$ cat config.mk
export PLATFORM = sky130hd
export DESIGN_NAME = mult_requester
export DESIGN_NICKNAME = d
export VERILOG_FILES = /design/src/rtl/mult_requester.sv
export SDC_FILE = /design/constraint.sdc
export NUM_CORES = 1
export LEC_CHECK = 0
export BUFFER_PORTS_ARGS = -buffer_cell sky130_fd_sc_hd__buf_4
export CORE_MARGIN = 4
export CORE_UTILIZATION = 53
export CTS_BUF_LIST = sky130_fd_sc_hd__clkbuf_8 sky130_fd_sc_hd__clkbuf_16
export CTS_CLUSTER_SIZE = 25
export DETAILED_ROUTE_END_ITERATION = 12
export GPL_TIMING_DRIVEN = 0
export PLACE_DENSITY_LB_ADDON = 0.15
export REMOVE_ABC_BUFFERS = 1
export SLEW_MARGIN = 10
export SYNTH_ARGS = -nofsm -noshare
export SYNTH_HDL_FRONTEND = slang
export SYNTH_SLANG_ARGS = --single-unit
$ cat constraint.sdc
create_clock -name clk -period 9.6 [get_ports clk]
set_input_delay 1.92 -clock clk [delete_from_list [all_inputs] [get_ports clk]]
set_output_delay 1.92 -clock clk [all_outputs]
set_load 0.1 [all_outputs]
$ cat src/rtl/mult_requester.sv
// Initiator side of the multiplier handshake: buffers operand pairs in a small FIFO,
// issues them one at a time and hands each captured product downstream on valid/ready.
module mult_requester #(
    parameter int unsigned WIDTH   = 32,
    parameter int unsigned DEPTH   = 4,
    parameter int unsigned TIMEOUT = 1023
) (
    input  logic                 clk,
    input  logic                 reset,
    input  logic                 in_valid,
    output logic                 in_ready,
    input  logic [WIDTH-1:0]     in_a,
    input  logic [WIDTH-1:0]     in_b,
    output logic [WIDTH-1:0]     mul_a,
    output logic [WIDTH-1:0]     mul_b,
    output logic                 valid_data,
    input  logic                 Done_Flag,
    input  logic [2*WIDTH-1:0]   producto,
    output logic                 ack,
    input  logic                 ret_ack,
    output logic                 res_valid,
    input  logic                 res_ready,
    output logic [2*WIDTH-1:0]   res_producto,
    output logic                 busy,
    output logic                 timeout_err
);

    localparam int unsigned PW = 2 * WIDTH;
    localparam int unsigned AW = $clog2(DEPTH);
    localparam int unsigned CW = $clog2(DEPTH + 1);
    localparam int unsigned TW = $clog2(TIMEOUT + 1);

    typedef enum logic [1:0] {IDLE, REQ, ACK, OUT} state_t;

    state_t          state;
    logic [PW-1:0]   mem [DEPTH];
    logic [AW-1:0]   wr_ptr;
    logic [AW-1:0]   rd_ptr;
    logic [CW-1:0]   count;
    logic [CW-1:0]   count_nx;
    logic [TW-1:0]   tmo_cnt;
    logic            push;
    logic            pop;
    logic            tmo_hit;
    logic            ack_done;
    logic            out_done;
    logic            to_idle;
    logic            busy_nx;

    // Handshake decode shared by the FIFO, the FSM and the registered busy flag
    always_comb begin
        push     = in_valid && in_ready;
        pop      = (state == IDLE) && (count != '0);
        tmo_hit  = (tmo_cnt + TW'(1)) == TW'(TIMEOUT);
        ack_done = (state == ACK) && ret_ack && !Done_Flag;
        out_done = (state == OUT) && res_ready;
        to_idle  = out_done
                 || ((state == REQ) && !Done_Flag && tmo_hit)
                 || ((state == ACK) && !ack_done && tmo_hit);
        count_nx = count + CW'(push) - CW'(pop);
        busy_nx  = (count_nx != '0) || pop || ((state != IDLE) && !to_idle);
    end

    // Operand storage carries no reset; only pointers and count define its contents
    always_ff @(posedge clk) begin
        if (push) begin
            mem[wr_ptr] <= {in_a, in_b};
        end
    end

    always_ff @(posedge clk or posedge reset) begin
        if (reset) begin
            wr_ptr   <= '0;
            rd_ptr   <= '0;
            count    <= '0;
            in_ready <= 1'b1;
            busy     <= 1'b0;
        end else begin
            if (push) wr_ptr <= wr_ptr + AW'(1);
            if (pop)  rd_ptr <= rd_ptr + AW'(1);
            count    <= count_nx;
            in_ready <= count_nx != CW'(DEPTH);
            busy     <= busy_nx;
        end
    end

    // Request / acknowledge / output sequencing with a per-phase abort counter
    always_ff @(posedge clk or posedge reset) begin
        if (reset) begin
            state        <= IDLE;
            mul_a        <= '0;
            mul_b        <= '0;
            valid_data   <= 1'b0;
            ack          <= 1'b0;
            res_valid    <= 1'b0;
            res_producto <= '0;
            timeout_err  <= 1'b0;
            tmo_cnt      <= '0;
        end else begin
            case (state)
                IDLE: begin
                    if (pop) begin
                        {mul_a, mul_b} <= mem[rd_ptr];
                        valid_data     <= 1'b1;
                        tmo_cnt        <= '0;
                        state          <= REQ;
                    end
                end
                REQ: begin
                    if (Done_Flag) begin
                        res_producto <= producto;
                        valid_data   <= 1'b0;
                        ack          <= 1'b1;
                        tmo_cnt      <= '0;
                        state        <= ACK;
                    end else if (tmo_hit) begin
                        valid_data  <= 1'b0;
                        timeout_err <= 1'b1;
                        tmo_cnt     <= '0;
                        state       <= IDLE;
                    end else begin
                        tmo_cnt <= tmo_cnt + TW'(1);
                    end
                end
                ACK: begin
                    if (ack_done) begin
                        ack       <= 1'b0;
                        res_valid <= 1'b1;
                        tmo_cnt   <= '0;
                        state     <= OUT;
                    end else if (tmo_hit) begin
                        ack         <= 1'b0;
                        timeout_err <= 1'b1;
                        tmo_cnt     <= '0;
                        state       <= IDLE;
                    end else begin
                        tmo_cnt <= tmo_cnt + TW'(1);
                    end
                end
                OUT: begin
                    if (res_ready) begin
                        res_valid <= 1'b0;
                        state     <= IDLE;
                    end
                end
                default: state <= IDLE;
            endcase
        end
    end

endmodule

==> summary.md <==
| Metric | Value |
|---|---|
| Hold Startpoint | mul_b[26] |
| Clock Latency Late Sink | 0.52 ns |
| Synth Register Bits | 409 |
| Top cells by count, synth | edfxtp_1 (256), nand2_1 (213), dfrtp_1 (152) |
| Synth async-reset ratio | between 30% and 40% |
| ANT cells | 0 |
| TNS Setup | 0 ns |
| Die Span Y | 179 um |
| Cts hold-fix bufs | 0 |
| Hold endpoint | mul_b[26] |
| Placed Area | ~18000 um^2 |
| Max Root-Sink Buffers | 3 |
| Total length of routed wires | about 32 mm |
| Worst Skew | 0.00809 ns |
| Crit-path max FO | 53 |
| Measured slew at the worst slew-check pin | 0.809 ns |
| Gr usage total | ~20% |
| Crit Path Category | flop to flop |
| Max_cap viols | 0 |
| Largest net degree at the start of global routing | 112 |
| Worst hold path type | flop to flop |
| Fillers | 1995 |
| Final core utilization | 67.9% |
| Drt first pass iters | 4 |
| Cell with the most instances after synthesis | edfxtp_1 |
| Number of I/O pins | between 200 and 300 |
| Cells resized by post-CTS repair | 0 |
| Vias in the first global route | 8633 |
| RSZ-0062 raised after global routing | false |
| Ranking of synthesized cells by area | edfxtp_1 (49%), dfrtp_1 (24%), mux4_2 (9.3%), nand2_1 (5.1%), mux2_2 (4.7%) |
| Cell variety after synth | 56 |
| R2r setup slk | roughly 6.3 ns |
| Clock transition at the registers of the reported paths | 0.06 ns |
| H-Tree Depth | 2 |
| First-pass GRT wire length | 49.4 mm |
| Port Buffers | 267 |
| Cells on Worst Hold Path | 2 |
| Initial drt markers | 570 |
| Final period utilization | 34.6% |
| Avg WL per Cell | around 20 um |
| Fin crit period | ~3.3 ns |
| Site Rows | 62 |
| Post-DP HPWL | 20.4 mm |
| Layout area overhead | 25.9% |
| Cell Count, Final, Fillers Out | 1609 |
| DIE WIDTH | approximately 180 um |
| Post-route cell area | 19600 um^2 |
| Synth warn | 0 |
| Placed insts | 1532 |
| Crit. End Element | flop |
| Top_reg_cell synth | edfxtp_1 |
| Effective utilization at floorplan | a little over half |
| Layout cells sized above 1 | 40.2% |
| Post-synth EDFFs | 256 |
| Seq/Total Area, Yosys | 74.1% |
| Die area | 32100 um^2 |
| # setup viols final | 0 |
| Critical Path RT | 10.00 ns |
| Routed vias | approximately 8500 |
| F_max | 0.301 GHz |
| Final Wtd Congestion | 0.761 |
| Initial antenna violation count | 1 |
| Synth Cell Area | 15600 um^2 |
| Worst EP arrival | 3.73 ns |
| Slew margin rel. | 46.1% |
| Routed Antenna Nets | 0 |
| Mean post-synth cell area | 17.2 um^2 |
| Area of the core | 28900 um^2 |
| Clock Tree Root | clkbuf_16 |
| Synth Instances | 905 |
| GRT overflow | 0 |
| # DRC | 0 |
| Reg-to-reg critical path endpoint | busy |
| Area leader, netlist | edfxtp_1 |
| Max-slew violation count | 0 |
| Vias per cell | 5.28 |
| Layout Nets | between 1000 and 1500 |
| CTS tree | yes |
| Share of the synthesized area in the top cell type | 49.4% |
| CTS sink cnt | about 410 |
| Final hold violation count | 0 |
| Outcome | completed |
| CP startpoint kind | flop |
| Worst R2R Start | state[1] |
| TritonCTS Buffers | 42 |
| Reg2reg path depth | 15 |
| Setup bufs post-CTS | 0 |
## kinds of logic (layout without fill, tap and decap cells)
group,after synthesis,count (layout),share of synthesized area [%]
buf+inv,50,370,1.39
flops,409,409,74.1
xor+xnor,7,7,0.394
simple gates,257,257,6.99
fa+ha+maj,13,13,1.09
mux,129,129,14.0
compound gates,40,40,2.09
## layout by cell type (no fill, tap or decap), types with 4 or more instances in the layout
master     count
buf_4        267
edfxtp_1     256
buf_8          4
inv_1         31
nor2_1         7
buf_16         7
and3_4         4
mux2_2        65
mux4_2        64
a21oi_1       12
dfrtp_1      150
nor3_1         4
clkinv_1       4
clkbuf_16     45
ha_1          12
xnor2_1        5
nand2_1      212
## registers in the layout (all words and copies together), names as in the netlist
register,flops
ack,1
busy,1
count,3
in_ready,1
mem,256
mul_a,32
mul_b,32
rd_ptr,2
res_producto,64
res_valid,1
state,2
timeout_err,1
tmo_cnt,10
valid_data,1
wr_ptr,2
## worst max-delay path, cell delays in order, from the launching register on
cell,delay [ns]
dfrtp_1,0.41
inv_1,0.11
ha_1,0.29
o31ai_4,0.19
buf_8,0.20
inv_4,0.18
buf_16,0.29
ha_1,0.29
inv_1,0.05
ha_1,0.13
inv_1,0.05
fa_1,0.47
inv_1,0.05
nor2_1,0.14
nand2_1,0.08
a211o_1,0.25
## layout make-up
type | instances | area (um^2) | share of cell area [%]
clock buffer | 47 | 1150 | 5.89
clock inverter | 30 | 194 | 0.990
inverter | 12 | 55.1 | 0.281
multi-input combinational | 446 | 3860 | 19.7
sequential | 409 | 11500 | 58.8
tap | 384 | 480 | 2.45
timing repair buffer | 281 | 2320 | 11.8
## metrics by stage
stage | worst slack (ns) | hold WS [ns]
2_1_floorplan | 1.04 | 0.498
3_3_place_gp | -7.29 | 0.460
3_5_place_dp | 5.80 | 0.463
4_1_cts | 6.22 | 0.478
5_1_grt | 5.98 | 0.492
6_report | 6.27 | 0.473
## routing by layer
layer / part of all wire, % / routed length, um / vias to the layer above / global-route usage, %
met5: 0.062 / 20 / - / 0
met4: 1.5 / 494 / 2 / 4.41
met3: 8.2 / 2640 / 46 / 5.15
met2: 50 / 16000 / 277 / 33.7
met1: 41 / 13100 / 4243 / 26.4
li1: - / - / 3928 / -
## worst max path at each step
stage / startpoint / to / cells after the start
CTS: state[0] / busy / 14
floorplan: count[1] / busy / 11
global placement: count[1] / busy / 11
global route: state[1] / busy / 14
detailed placement: in_valid / busy / 10
finish: state[1] / busy / 15
Power is left out: the tool's default activity adds up to more than one toggle a clock period on the data nets, which glitch-free logic cannot reach.
